### config.mk
export PLATFORM = sky130hd
export DESIGN_NAME = cdc_tx_3g2g
export DESIGN_NICKNAME = d
export VERILOG_FILES = /design/src/rtl/cdc_tx_3g2g.sv
export SDC_FILE = /design/constraint.sdc
export NUM_CORES = 1
export LEC_CHECK = 0
export ABC_AREA = 1
export CELL_PAD_IN_SITES_DETAIL_PLACEMENT = 1
export CELL_PAD_IN_SITES_GLOBAL_PLACEMENT = 1
export CORE_MARGIN = 2
export CORE_UTILIZATION = 46
export DETAILED_ROUTE_END_ITERATION = 7
export GPL_ROUTABILITY_DRIVEN = 0
export PLACE_DENSITY_LB_ADDON = 0.25
export SETUP_SLACK_MARGIN = 0.2
export SKIP_LAST_GASP = 1
export SLEW_MARGIN = 15
export SYNTH_ARGS = -nofsm -noshare
export SYNTH_HDL_FRONTEND = slang
export SYNTH_SLANG_ARGS = --single-unit
### constraint.sdc
create_clock -name clk_3g -period 3.25 [get_ports clk_3g]
set_input_delay 0.325 -clock clk_3g [delete_from_list [all_inputs] [get_ports clk_3g]]
set_output_delay 0.325 -clock clk_3g [all_outputs]
set_load 0.1 [all_outputs]
### src/rtl/cdc_tx_3g2g.sv
// Transmit gearbox for the 3:2 clk_3g -> clk_2g crossing: buffers a valid/ready
// stream and launches words only on the two fixed slot edges of each 3-cycle frame.
module cdc_tx_3g2g #(
    parameter int unsigned DATA_W     = 8,
    parameter int unsigned FIFO_DEPTH = 4
) (
    input  logic                          clk_3g,
    input  logic                          rst,
    input  logic                          in_valid,
    input  logic [DATA_W-1:0]             in_data,
    output logic                          in_ready,
    output logic [DATA_W-1:0]             tx_data,
    output logic                          tx_valid,
    output logic                          tx_tag,
    output logic [1:0]                    phase,
    output logic [$clog2(FIFO_DEPTH):0]   fifo_count
);

    localparam int unsigned AW = $clog2(FIFO_DEPTH);
    localparam int unsigned CW = AW + 1;

    typedef enum logic [1:0] {
        PH0 = 2'd0,
        PH1 = 2'd1,
        PH2 = 2'd2
    } phase_e;

    phase_e              phase_q, phase_d;
    logic [AW-1:0]       wr_ptr_q, wr_ptr_d;
    logic [AW-1:0]       rd_ptr_q, rd_ptr_d;
    logic [CW-1:0]       count_q, count_d;
    logic                ready_q, ready_d;
    logic [DATA_W-1:0]   tx_data_q, tx_data_d;
    logic                tx_valid_q, tx_valid_d;
    logic                tx_tag_q, tx_tag_d;
    logic [DATA_W-1:0]   mem_q [FIFO_DEPTH];

    logic                push_c;
    logic                pop_c;
    logic                launch_c;

    always_ff @(posedge clk_3g) begin
        if (rst) begin
            phase_q    <= PH0;
            wr_ptr_q   <= '0;
            rd_ptr_q   <= '0;
            count_q    <= '0;
            ready_q    <= 1'b1;
            tx_data_q  <= '0;
            tx_valid_q <= 1'b0;
            tx_tag_q   <= 1'b0;
        end else begin
            phase_q    <= phase_d;
            wr_ptr_q   <= wr_ptr_d;
            rd_ptr_q   <= rd_ptr_d;
            count_q    <= count_d;
            ready_q    <= ready_d;
            tx_data_q  <= tx_data_d;
            tx_valid_q <= tx_valid_d;
            tx_tag_q   <= tx_tag_d;
        end
    end

    // Storage needs no reset: a flush only rewinds the pointers.
    always_ff @(posedge clk_3g) begin
        if (push_c) begin
            mem_q[wr_ptr_q] <= in_data;
        end
    end

    always_comb begin
        phase_d    = phase_q;
        wr_ptr_d   = wr_ptr_q;
        rd_ptr_d   = rd_ptr_q;
        tx_data_d  = tx_data_q;
        tx_valid_d = tx_valid_q;
        tx_tag_d   = tx_tag_q;
        launch_c   = 1'b0;

        // Edges leaving phase 0 (slot A) and phase 1 (slot B) are the only launch edges.
        case (phase_q)
            PH0: begin
                phase_d  = PH1;
                launch_c = 1'b1;
            end
            PH1: begin
                phase_d  = PH2;
                launch_c = 1'b1;
            end
            default: begin
                phase_d = PH0;
            end
        endcase

        push_c = in_valid && ready_q;
        pop_c  = launch_c && (count_q != '0);

        if (pop_c) begin
            tx_data_d  = mem_q[rd_ptr_q];
            tx_valid_d = 1'b1;
            tx_tag_d   = ~tx_tag_q;
            rd_ptr_d   = rd_ptr_q + AW'(1);
        end else if (launch_c) begin
            tx_valid_d = 1'b0;
        end

        if (push_c) begin
            wr_ptr_d = wr_ptr_q + AW'(1);
        end

        count_d = count_q + CW'(push_c) - CW'(pop_c);
        ready_d = (count_d != CW'(FIFO_DEPTH));
    end

    assign phase      = phase_q;
    assign fifo_count = count_q;
    assign in_ready   = ready_q;
    assign tx_data    = tx_data_q;
    assign tx_valid   = tx_valid_q;
    assign tx_tag     = tx_tag_q;

endmodule

; Word level (Yosys, flattened, before mapping)
; Memories as Yosys holds them, arrays and structs flattened. A register that Yosys moved wholly into a read port is not among the register bits.
; Index checks and enable logic that the tools add are counted.
[word_totals]
regBits = 12
mem_bits_rw = 32
inputBits = 11
out_inout_bits = 16
word_cells = 27
mem_count = 1
[memory_table]
columns = memory, depth, width, read_ports, rd_clocked_by_memory_dff, write_ports, line
row1 = mem_q, 4, 8, 1, 1, 1, 36  ; logic [DATA_W-1:0] mem_q [FIFO_DEPTH];
[classes]
n_addsub = 4
n_eq_ne = 2
muxes = 6
n_bitwise = 1
reduce_logical = 6
[op_table]
columns = cell, n
row1 = 1-bit 2-to-1 mux, 5
row2 = "2-bit by 1-bit adder with 2-bit output, second input constant", 2
row3 = 2-bit case mux with 2 select lines, 1
row4 = 3-bit by 1-bit adder with 3-bit output, 1
row5 = "3-bit != test, second input constant", 1
row6 = 3-bit nonzero test, 1
row7 = 3-bit by 1-bit subtractor with 3-bit output, 1
row8 = "2-bit by 1-bit == test with 1-bit output, second input constant", 1
row9 = 1-bit logical AND, 2
row10 = 2-bit zero test, 1
row11 = 2-bit nonzero test, 1
row12 = 2-bit OR reduction, 1
row13 = 1-bit NOT, 1

; Logic depth before layout (Yosys ltp)
; Gate-level depths: netlist of the first run.
[depth]
word_depth = 6
ltp_mapped = 12
depth_no_buf = 12

; Least setup slack after synthesis of the first run
; Ideal clock, no wire load.
[synth_timing]
kind = flip-flop to flip-flop
startpoint = reg ready_q (netlist: in_ready)
endpoint = reg ready_q (netlist: in_ready)
setup_time_ps = 117
arrival_time_ps = 2467
required_time_ps = 3133
slack_ps = 667
path_stages_with_launch = 10
path_buffers = 0
period_less_slack_ps = 2583
path_cell_list = dfxtp_1 nand2_1 ha_1 inv_1 ha_1 fa_1 nand2_1 nand2_1 nor2_1 nand2_1
[synth_between]
elab_chain_cells = 4
[synth_lines]
columns = element, line
row1 = start: declaration, 32  ; logic ready_q, ready_d;
row2 = start signal: assignment, 57  ; ready_q <= ready_d;
row3 = 1-bit logical AND, 95  ; push_c = in_valid && ready_q;
row4 = 3-bit by 1-bit adder with 3-bit output, 111  ; count_d = count_q + CW'(push_c) - CW'(pop_c);
row5 = 3-bit by 1-bit subtractor with 3-bit output, 111
row6 = 3-bit != test, 112  ; ready_d = (count_d != CW'(FIFO_DEPTH));
; No other way between the ends.
; A chain may end at the register's enable or synchronous reset.

; Worst setup path after layout of the first run
[layout_timing]
startpoint = reg count_q[1] (netlist: fifo_count[1])
endpoint = reg ready_q (netlist: in_ready)
[layout_between]
elab_chain_cells = 4
elab_cells_between_ends = 5
classes_between = add/sub: 2 / eq/ne: 1 / reduce/logical: 2
[layout_lines]
columns = element, line
row1 = start: declaration, 31  ; logic [CW-1:0] count_q, count_d;
row2 = start signal: assignment, 56  ; count_q <= count_d;
row3 = 3-bit nonzero test, 96  ; pop_c = launch_c && (count_q != '0);
row4 = 1-bit logical AND, 96
row5 = via pop_c, 39  ; logic pop_c;
row6 = 3-bit by 1-bit subtractor with 3-bit output, 111
row7 = 3-bit != test, 112
; The timed path passes the listed nets, and every way through them passes these cells.

==> run summary, run 1 <==
- **post-route insts no fill** 346
- **Ant. Diodes** 0
- **asr flop ratio synth** 0
- **post-route ant nets** 0
- **total design power** 0.002782 W
- **Remaining Overflow, GRT** 0
- **deepest level of the CTS H-tree** 2
- **Clock Pin Slew Worst Setup and Hold Paths** 0.09 ns
- **number of cells upsized or downsized after cts** 0
- **flip-flop and latch count after synthesis** 52
- **vertical die dimension** 75.38 µm
- **most numerous cell types in the synthesized netlist** 60 x sky130_fd_sc_hd__nand2_1, 54 x sky130_fd_sc_hd__inv_1, 32 x sky130_fd_sc_hd__edfxtp_1
- **minimum clock period** 2.325 ns
- **final instance area** 2724 µm²
- **leakage power** 1.244 nW
- **Setup WS post-layout** 0.9250 ns
- **overall die width** 75.38 µm
- **first-pass GRT wire length** 7.134 mm
- **critical-path cell with the highest stage delay** sky130_fd_sc_hd__fa_1
- **master cell of the clock root buffer** sky130_fd_sc_hd__clkbuf_8
- **Max Cap Viol** 0
- **placed wire-length estimate** 3.105 mm
- **peak supply drop** 0.0005621 V
- **number of placed cells counting well taps** 338
- **number of enable-type register cells in the synthesized netlist** 32
- **cell-by-cell trace of the critical path** nor2_1 -> nand2_2 -> nand2_2 -> inv_1 -> ha_1 -> inv_1 -> ha_1 -> fa_1 -> nand2_1 -> nand2_1 -> nor2_1 -> nand2_1
- **CTS tree** built
- **syn_nets** 270
- **area share of the leading cell type in the synthesized netlist** 0.4100
- **Post-Place Setup Slack** 0.8974 ns
- **Final Hold Violating Endpoints** 0
- **Post-Synthesis Cell Area** 2343 µm²
- **class of the most critical setup path** flip-flop to flip-flop
- **count of cell types in the netlist** 22
- **Max clock buf depth** 2
- **top-count cell post-synth** sky130_fd_sc_hd__nand2_1
- **mean instance size in the synthesized netlist** 9.300 µm²
- **crit-path max cell delay** 0.38 ns
- **worst path required time** 3.45 ns
- **Net count, final** 296
- **cell family with most CP delay** adder cells
- **Synth Flop Type** sky130_fd_sc_hd__edfxtp_1
- **overall die area** 5681 µm²
- **Initial Utilization** 0.4865
- **cell type contributing the most total cell area after synthesis** sky130_fd_sc_hd__edfxtp_1
- **fin. max-slew vios** 0
- **routed wire length** 4.337 mm
- **timing-limited maximum frequency** 430.1 MHz
- **io pins** 27
- **type of element launching the critical path** flip-flop
- **detailed-route via count** 1534
- **Detailed Routing Iterations Pass 1** 4
- **Hold Crit Class** flip-flop to flip-flop
- **Most common cell on crit path** sky130_fd_sc_hd__nand2_1
- **normalized max-slew margin** 0.3442
- **area added between synthesis and finish** 16.23%
- **share of synthesized area occupied by flip-flops and latches** 0.5809
- **area of the core** 4817 µm²
- **Worst-Skew Late Latency** 0.30 ns
- **via count of the first global-routing pass** 1492
- **Slew @ Worst Pin** 0.9806 ns
- **maximum fanout encountered on the critical timing path** 21
- **skew final** 0.004584 ns
- **TritonCTS Buffers** 5
- **number of sinks on the clock net** 52
- **average wire per standard cell** 12.53 µm
- **number of antenna violations at the first check in global routing** 0
- **Mapped Cells** 252
- **Synth Warn #** 0
- **number of setup buffers added after CTS** 0
- **share of post-route cells with drive strength above 1** 0.1147
- **number of buffers inserted by hold repair at cts** 0
- **Site Rows** 25
- **crit share post-route** 0.7154
- **power per cell area** 1021 nW/µm²
- **maximum number of pins on one net before global-route repair** 22
- **CP Capture Type** flip-flop
- **Port Buffer Count** 26
- **worst path buffer plus inverter count** 2
- **cell area after placement** 2616 µm²
- **setup repair after global routing missed its margin** false
- **Total Neg Setup Slack** 0 ns
- **1st-iter DRT viols** 40
- **Critical Path AT** 2.52 ns
- **number of design rule violations left after detail routing** 0
- **result of the run** complete, no violations
- **global routing usage summed across all routing layers** 0.1757
- **vias per cell** 4.434
- **synth top area cells** sky130_fd_sc_hd__edfxtp_1 41%, sky130_fd_sc_hd__dfxtp_1 17%, sky130_fd_sc_hd__nand2_1 9.6%
- **setup violators final** 0
logic make-up after synthesis:
family / share of synthesized area
AO/OA/AOI/OAI: 0.01869
adder cells (fa/ha/maj): 0.04058
buffers and inverters: 0.1271
flip-flops: 0.5809
AND/OR/NAND/NOR: 0.2328
report_power, final:
part | internal [W] | switching, W
clock network | 0.000229 | 0.000199
logic | 0.000357 | 0.00104
registers | 0.000843 | 0.000118
total | 0.00143 | 0.00135
state kept, by name, summed over array words and instances, names as in the netlist:
name / cells
tx_valid: 1
tx_tag: 1
wr_ptr_q: 2
rd_ptr_q: 2
in_ready: 1
fifo_count: 3
tx_data: 8
phase: 2
mem_q: 32
per-stage QoR:
step             util  hold slack [ns]
2_1_floorplan       -           0.3874
3_3_place_gp   0.5431           0.4466
3_5_place_dp   0.5431           0.4477
4_1_cts        0.5655           0.4605
5_1_grt        0.5655           0.4815
6_report       0.5655           0.4555
tightest hold or removal path: stages (launching register included):
cell,delay [ns]
sky130_fd_sc_hd__dfxtp_1,0.32
sky130_fd_sc_hd__nand2_1,0.05
sky130_fd_sc_hd__a21oi_1,0.05
path summary, 6_finish.rpt:
kind / endpoint / from / slack (ns) / depth (start not counted)
worst max-delay path: in_ready / fifo_count[1] / 0.93 / 12
worst min-delay path: tx_valid / tx_valid / 0.46 / 2
worst max register to register: in_ready / fifo_count[1] / 0.93 / 12
worst min register to register: tx_valid / tx_valid / 0.46 / 2
cell usage in the layout, fill, tap and decap left out, types with 5 or more instances in the layout:
cell type | netlist | layout
sky130_fd_sc_hd__clkbuf_8 | 0 | 5
sky130_fd_sc_hd__nand2_2 | 11 | 11
sky130_fd_sc_hd__clkdlybuf4s50_1 | 0 | 26
sky130_fd_sc_hd__nand3_2 | 9 | 9
sky130_fd_sc_hd__ha_1 | 6 | 6
sky130_fd_sc_hd__nand2_1 | 60 | 60
sky130_fd_sc_hd__nor2_1 | 31 | 31
sky130_fd_sc_hd__dfxtp_1 | 20 | 20
sky130_fd_sc_hd__inv_1 | 54 | 54
sky130_fd_sc_hd__edfxtp_1 | 32 | 32
sky130_fd_sc_hd__nand3_1 | 8 | 8
metal layers:
metal / part of all wire / global-route usage / vias to the layer above
met4: 0.0092 / 0.07212 / 0
met2: 0.50 / 0.2918 / 28
met5: 0 / 0 / -
li1: - / - / 812
met3: 0.033 / 0.03968 / 4
met1: 0.46 / 0.2230 / 690
final cells by class:
type,instances,area (µm²)
Sequential cell,52,1361
Inverter,58,226.5
Fill cell,580,2093
Clock buffer,6,72.57
Clock inverter,2,35.03
Multi-Input combinational cell,135,684.4
Tap cell,67,83.83
Timing Repair Buffer,26,260.3
Power figures use the tool's default switching activity.
==> run 2, diff against run 1 <==
--- a/config.mk
+++ b/config.mk
@@ -9,7 +9,7 @@
 export CELL_PAD_IN_SITES_DETAIL_PLACEMENT = 1
 export CELL_PAD_IN_SITES_GLOBAL_PLACEMENT = 1
 export CORE_MARGIN = 2
-export CORE_UTILIZATION = 46
+export CORE_UTILIZATION = 42
 export DETAILED_ROUTE_END_ITERATION = 7
 export GPL_ROUTABILITY_DRIVEN = 0
 export PLACE_DENSITY_LB_ADDON = 0.25
==> constraint.sdc (replaced) <==
create_clock -name clk_3g -period 2.3 [get_ports clk_3g]
set_input_delay 0.23 -clock clk_3g [delete_from_list [all_inputs] [get_ports clk_3g]]
set_output_delay 0.23 -clock clk_3g [all_outputs]
set_load 0.1 [all_outputs]
==> run 2 against run 1 <==
Compared with the run above: die area increased by 9.0%; largest cell class unchanged; critical path depth is the same; largest power group unchanged; count of clock-buffer cells in the layout shrank 1; critical path type unchanged; flip-flop and latch count unchanged.
==> run summary, run 2 (synthesized netlist as in run 1, its figures left out) <==
- **result of the run** complete, no violations, unchanged
- **final hold slack** 0.4591 ns, was 0.4555 ns
- **Detailed Routing Iterations Pass 1** 4, unchanged
- **io pins** 27, unchanged
- **post-route ant nets** 0, unchanged
- **number of design rule violations left after detail routing** 0, unchanged
- **fin. max-slew vios** 0, unchanged
- **via count of the first global-routing pass** 1588, was 1492
- **global routing usage summed across all routing layers** 0.1587, was 0.1757
- **class of the most critical setup path** flip-flop to flip-flop, unchanged
- **number of setup buffers added after CTS** 0, unchanged
- **worst path required time** 2.51 ns, was 3.45 ns
- **TritonCTS Buffers** 5, unchanged
- **overall die width** 78.70 µm, was 75.38 µm
- **setup repair after global routing missed its margin** false, unchanged
- **Final Hold Violating Endpoints** 0, unchanged
- **Ant. Diodes** 0, unchanged
- **type of element launching the critical path** flip-flop, unchanged
- **Initial Utilization** 0.4309, was 0.4865
- **Slew @ Worst Pin** 0.5240 ns, was 0.9806 ns
- **vertical die dimension** 78.70 µm, was 75.38 µm
- **largest register by flop count** mem_q, unchanged
- **Total Neg Setup Slack** 0 ns, unchanged
- **number of antenna violations at the first check in global routing** 0, unchanged
- **Clock Pin Slew Worst Setup and Hold Paths** 0.09 ns, about the same
- **routed wire length** 4.389 mm, was 4.337 mm
- **flip-flop count of the largest register after layout** 32, unchanged
- **Max clock buf depth** 2, unchanged
- **most used cells in the layout excluding fill and tap cells** 60 x sky130_fd_sc_hd__nand2_1, 54 x sky130_fd_sc_hd__inv_1, 32 x sky130_fd_sc_hd__edfxtp_1, unchanged
- **timing-limited maximum frequency** 520.0 MHz, was 430.1 MHz
- **1st-iter DRT viols** 40, unchanged
- **leakage power** 1.313 nW, was 1.244 nW
- **Port Buffer Count** 26, unchanged
- **average wire per standard cell** 12.16 µm, was 12.53 µm
- **setup violators final** 0, unchanged
- **master cell of the clock root buffer** sky130_fd_sc_hd__clkbuf_8, unchanged
- **Site Rows** 27, was 25
- **power per cell area** 1404 nW/µm², was 1021 nW/µm²
- **deepest level of the CTS H-tree** 2, unchanged
- **vias per cell** 4.388, was 4.434
- **share of post-route cells with drive strength above 1** 0.2284, was 0.1147
- **overall die area** 6193 µm², was 5681 µm²
- **normalized max-slew margin** 0.6502, was 0.3442
- **Remaining Overflow, GRT** 0, unchanged
- **maximum number of pins on one net before global-route repair** 21, was 22
- **peak supply drop** 0.0008211 V, was 0.0005621 V
- **skew final** 0.01311 ns, was 0.004584 ns
- **Max Cap Viol** 0, unchanged
- **placed wire-length estimate** 3.180 mm, was 3.105 mm
- **area added between synthesis and finish** 18.10%, was 16.23%
- **minimum clock period** 1.923 ns, was 2.325 ns
- **r2r setup slk** 0.38 ns, was 0.93 ns
- **Critical Path AT** 2.13 ns, was 2.52 ns
- **most frequent standard cell in the layout excluding fill and tap cells** sky130_fd_sc_hd__nand2_1, unchanged
- **number of sinks on the clock net** 52, unchanged
- **maximum fanout encountered on the critical timing path** 4, was 21
- **crit share post-route** 0.8361, was 0.7154
- **Hold Crit Class** flip-flop to flip-flop, unchanged
- **Worst-Skew Late Latency** 0.32 ns, was 0.30 ns
- **CP Capture Type** flip-flop, unchanged
- **Net count, final** 306, was 296
- **CTS tree** built, unchanged
- **area of the core** 5439 µm², was 4817 µm²
- **first-pass GRT wire length** 7.348 mm, was 7.134 mm
- **number of buffers inserted by hold repair at cts** 0, unchanged
- **detailed-route via count** 1584, was 1534
run 2: cell count changes in the layout (fill, tap and decap cells not counted), sizes merged:
cell | before | now
clkinv | 2 | 3
clkbuf | 6 | 5
buf | 0 | 26
bufinv | 1 | 0
inv | 57 | 58
clkdlybuf4s50 | 26 | 10
run 2: layout make-up:
type | count | area, µm²
fill | 659 | 2671
inverter | 58 | 226.5
clock buffer | 5 | 68.82
timing repair buffer | 36 | 295.3
sequential | 52 | 1375
multi-input combinational | 135 | 689.4
tap | 72 | 90.09
clock inverter | 3 | 22.52
run 2: path summary, 6_finish.rpt:
kind,startpoint,end,cells past startpoint
worst max-delay path,fifo_count[1],in_ready,12
worst min-delay path,phase[1],phase[0],1
worst max register to register,fifo_count[1],in_ready,12
worst min register to register,phase[1],phase[0],1
run 2: timing repair:
action	in CTS	in global routing
endpoints found under the hold margin	0	0
resized for setup	0	2
setup endpoints to repair	0	1
run 2: layer usage:
layer	vias to the layer above	GRT usage	share of wire
met3	6	0.03864	0.035
met2	21	0.2778	0.51
li1	833	-	-
met5	-	0	0
met4	0	0.06842	0.016
met1	724	0.1850	0.44
run 2: power by group:
| part | total [W] | internal, W | switching (W) |
|---|---|---|---|
| logic | 0.00203 | 0.000519 | 0.00151 |
| clock network | 0.000533 | 0.000219 | 0.000315 |
| registers | 0.00132 | 0.00120 | 0.000124 |
| total | 0.00389 | 0.00193 | 0.00195 |
run 2: metrics by stage:
stage	util	setup slack, ns	instances	area [µm²]	total power [W]
after floorplan	-	0.2185	252	2357	0.003011
after global placement	0.4911	0.2620	353	2671	0.003348
after detailed placement	0.4911	0.1814	353	2671	0.003389
after CTS	0.5079	0.2753	361	2763	0.003926
after global routing	0.5089	0.2426	361	2768	0.004147
final	0.5089	0.3771	361	2768	0.003887
run 2: critical path, cell delays in order (launching register included):
cell	delay, ns
sky130_fd_sc_hd__dfxtp_4	0.36
sky130_fd_sc_hd__nor2_1	0.13
sky130_fd_sc_hd__nand2_2	0.08
sky130_fd_sc_hd__nand2_2	0.06
sky130_fd_sc_hd__inv_1	0.07
sky130_fd_sc_hd__ha_1	0.27
sky130_fd_sc_hd__inv_1	0.04
sky130_fd_sc_hd__ha_1	0.18
sky130_fd_sc_hd__fa_2	0.34
sky130_fd_sc_hd__nand2_1	0.07
sky130_fd_sc_hd__nand2_1	0.05
sky130_fd_sc_hd__nor2_2	0.11
sky130_fd_sc_hd__nand2_1	0.05
==> run 3, diff against run 2 <==
--- a/config.mk
+++ b/config.mk
@@ -9,7 +9,7 @@
 export CELL_PAD_IN_SITES_DETAIL_PLACEMENT = 1
 export CELL_PAD_IN_SITES_GLOBAL_PLACEMENT = 1
 export CORE_MARGIN = 2
-export CORE_UTILIZATION = 42
+export CORE_UTILIZATION = 38
 export DETAILED_ROUTE_END_ITERATION = 7
 export GPL_ROUTABILITY_DRIVEN = 0
 export PLACE_DENSITY_LB_ADDON = 0.25
==> constraint.sdc (replaced) <==
create_clock -name clk_3g -period 1.59 [get_ports clk_3g]
set_input_delay 0.159 -clock clk_3g [delete_from_list [all_inputs] [get_ports clk_3g]]
set_output_delay 0.159 -clock clk_3g [all_outputs]
set_load 0.1 [all_outputs]
==> run 3 against run 2 <==
Compared with the run above: non-clock buffer count grew 13; combinational power grew 87%; sequential share of layout area shrank 6.1 points; setup slack lost 0.60 ns; count of clock-buffer cells in the layout grew 1; utilization grew 2.3 points; clock power grew 44%; flip-flop and latch count is the same; highest routed layer unchanged; the flow now finishes with violations (setup timing).
==> run summary, run 3 (synthesized netlist as in run 1, its figures left out) <==
- **Slew @ Worst Pin** 0.2527 ns, was 0.5240 ns
- **via count of the first global-routing pass** 1698, was 1588
- **flip-flop count of the largest register after layout** 32, unchanged
- **Max Cap Viol** 0, unchanged
- **TritonCTS Buffers** 5, unchanged
- **reported net switching power** 0.003042 W, was 0.001953 W
- **Hold Crit Class** input port to flip-flop, was flip-flop to flip-flop
- **Total Neg Setup Slack** -0.5507 ns, was 0 ns
- **deepest level of the CTS H-tree** 2, unchanged
- **minimum clock period** 1.810 ns, was 1.923 ns
- **Remaining Overflow, GRT** 0, unchanged
- **vertical die dimension** 82.53 µm, was 78.70 µm
- **cell area after placement** 3033 µm², was 2671 µm²
- **net switching fraction of the power** 0.4671, was 0.5026
- **Net count, final** 319, was 306
- **portion of total power attributed to combinational logic** 0.584, was 0.523
- **Detailed Routing Iterations Pass 1** 4, unchanged
- **Setup WS post-layout** -0.2204 ns, was 0.3771 ns
- **type of element launching the critical path** flip-flop, unchanged
- **peak supply drop** 0.001530 V, was 0.0008211 V
- **largest register by flop count** mem_q, unchanged
- **CTS tree** built, unchanged
- **most used cells in the layout excluding fill and tap cells** 59 x sky130_fd_sc_hd__nand2_1, 51 x sky130_fd_sc_hd__inv_1, 32 x sky130_fd_sc_hd__edfxtp_1, was 60 x sky130_fd_sc_hd__nand2_1, 54 x sky130_fd_sc_hd__inv_1, 32 x sky130_fd_sc_hd__edfxtp_1
- **Final Hold Violating Endpoints** 0, unchanged
- **io pins** 27, unchanged
- **placed wire-length estimate** 3.494 mm, was 3.180 mm
- **routed wire length** 5.000 mm, was 4.389 mm
- **number of sinks on the clock net** 52, unchanged
- **leakage power** 1.437 nW, was 1.313 nW
- **1st-iter DRT viols** 41, was 40
- **post-route ant nets** 0, unchanged
- **fin. max-slew vios** 0, unchanged
- **Critical Path AT** 2.02 ns, was 2.13 ns
- **Worst-Skew Late Latency** 0.31 ns, was 0.32 ns
- **first-pass GRT wire length** 8.107 mm, was 7.348 mm
- **detailed-route via count** 1674, was 1584
- **overall die area** 6811 µm², was 6193 µm²
- **Initial Utilization** 0.3935, was 0.4309
- **global routing usage summed across all routing layers** 0.1642, was 0.1587
- **final instance area** 3167 µm², was 2768 µm²
- **cell internal power dissipation** 0.003471 W, was 0.001933 W
- **setup repair after global routing missed its margin** true, was false
- **class of the most critical setup path** flip-flop to flip-flop, unchanged
- **number of antenna violations at the first check in global routing** 0, unchanged
- **timing-limited maximum frequency** 552.4 MHz, was 520.0 MHz
- **Site Rows** 28, was 27
- **area of the core** 5956 µm², was 5439 µm²
- **maximum fanout encountered on the critical timing path** 2, was 4
- **worst path required time** 1.80 ns, was 2.51 ns
- **CP Capture Type** flip-flop, unchanged
- **normalized max-slew margin** 0.8315, was 0.6502
- **most frequent standard cell in the layout excluding fill and tap cells** sky130_fd_sc_hd__nand2_1, unchanged
- **area added between synthesis and finish** 35.13%, was 18.10%
- **result of the run** finished, violations left, was complete, no violations
- **share of post-route cells with drive strength above 1** 0.2947, was 0.2284
- **maximum number of pins on one net before global-route repair** 21, unchanged
- **skew final** 0.008108 ns, was 0.01311 ns
- **Max clock buf depth** 2, unchanged
- **power per cell area** 2057 nW/µm², was 1404 nW/µm²
- **overall die width** 82.53 µm, was 78.70 µm
- **share of power burned in the clock network** 0.117, was 0.137
- **Clock Pin Slew Worst Setup and Hold Paths** 0.10 ns, was 0.09 ns
- **vias per cell** 4.440, was 4.388
- **number of design rule violations left after detail routing** 0, unchanged
- **Ant. Diodes** 0, unchanged
- **average wire per standard cell** 13.26 µm, was 12.16 µm
- **violations in the final reports** setup timing
- **final core area utilization** 0.5317, was 0.5089
- **Port Buffer Count** 26, unchanged
- **sequential group share of total power** 0.299, was 0.340
- **crit share post-route** 1.139, was 0.8361
- **setup violators final** 3, was 0
- **master cell of the clock root buffer** sky130_fd_sc_hd__clkbuf_8, unchanged
[run 3: final cells by class]
| type | count | area (µm²) |
|---|---|---|
| Sequential cell | 52 | 1380 |
| Clock buffer | 6 | 72.57 |
| Multi-Input combinational cell | 135 | 734.5 |
| Timing Repair Buffer | 49 | 643.1 |
| Clock inverter | 2 | 16.27 |
| Fill cell | 664 | 2789 |
| Inverter | 58 | 226.5 |
| Tap cell | 75 | 93.84 |
[run 3: critical path, cell delays in order (launching register included)]
cell and delay, ns:
sky130_fd_sc_hd__dfxtp_4 0.36, sky130_fd_sc_hd__nor2_4 0.10, sky130_fd_sc_hd__nand2_2 0.06, sky130_fd_sc_hd__nand2_2 0.07, sky130_fd_sc_hd__inv_2 0.05, sky130_fd_sc_hd__ha_4 0.25
sky130_fd_sc_hd__inv_2 0.04, sky130_fd_sc_hd__ha_4 0.15, sky130_fd_sc_hd__fa_2 0.33, sky130_fd_sc_hd__nand2_1 0.07, sky130_fd_sc_hd__nand2_1 0.05, sky130_fd_sc_hd__nor2_1 0.11
sky130_fd_sc_hd__nand2_1 0.06
[run 3: metal layers]
metal  share of wire  wire [µm]  vias up  GRT usage
met5               0          0        -          0
met4           0.019         93        0    0.05902
met3           0.029        144        8    0.03913
met2            0.50       2500       25     0.2847
met1            0.45       2261      786     0.1985
li1                -          -      855          -
[run 3: through the flow]
step	total power, W	std cells	hold WS (ns)	worst slack, ns
floorplan	0.004440	252	0.2205	-0.3116
global placement	0.005551	364	0.4777	-0.2743
detailed placement	0.005652	364	0.4845	-0.3447
CTS	0.006513	375	0.4668	-0.2259
global route	0.006920	377	0.4845	-0.3227
finish	0.006513	377	0.4765	-0.2204
[run 3: final timing paths]
check                startpoint          end  slack (ns)  depth (start not counted)
setup / recovery  fifo_count[0]     in_ready       -0.22                         12
hold / removal       in_data[3]  mem_q[1][3]        0.48                          1
setup reg to reg  fifo_count[0]     in_ready       -0.22                         12
hold reg to reg        tx_valid     tx_valid        0.50                          2
[run 3: repair_timing]
| item | 4_1_cts | 5_1_grt |
|---|---|---|
| buffers inserted | 3 | 2 |
| pin swaps | 0 | 1 |
| resized for setup | 1 | 2 |
| hold buffers | 0 | 0 |
| endpoints found under the setup margin | 4 | 4 |
| gates cloned | 0 | 0 |
[run 3: power by group through the flow]
stage	clock, W	combinational (W)	sequential, W
after floorplan	0	0.00136	0.00308
after global placement	0	0.00360	0.00195
after detailed placement	0	0.00367	0.00198
after CTS	0.000794	0.00376	0.00196
after global routing	0.000847	0.00409	0.00198
final	0.000765	0.00380	0.00195
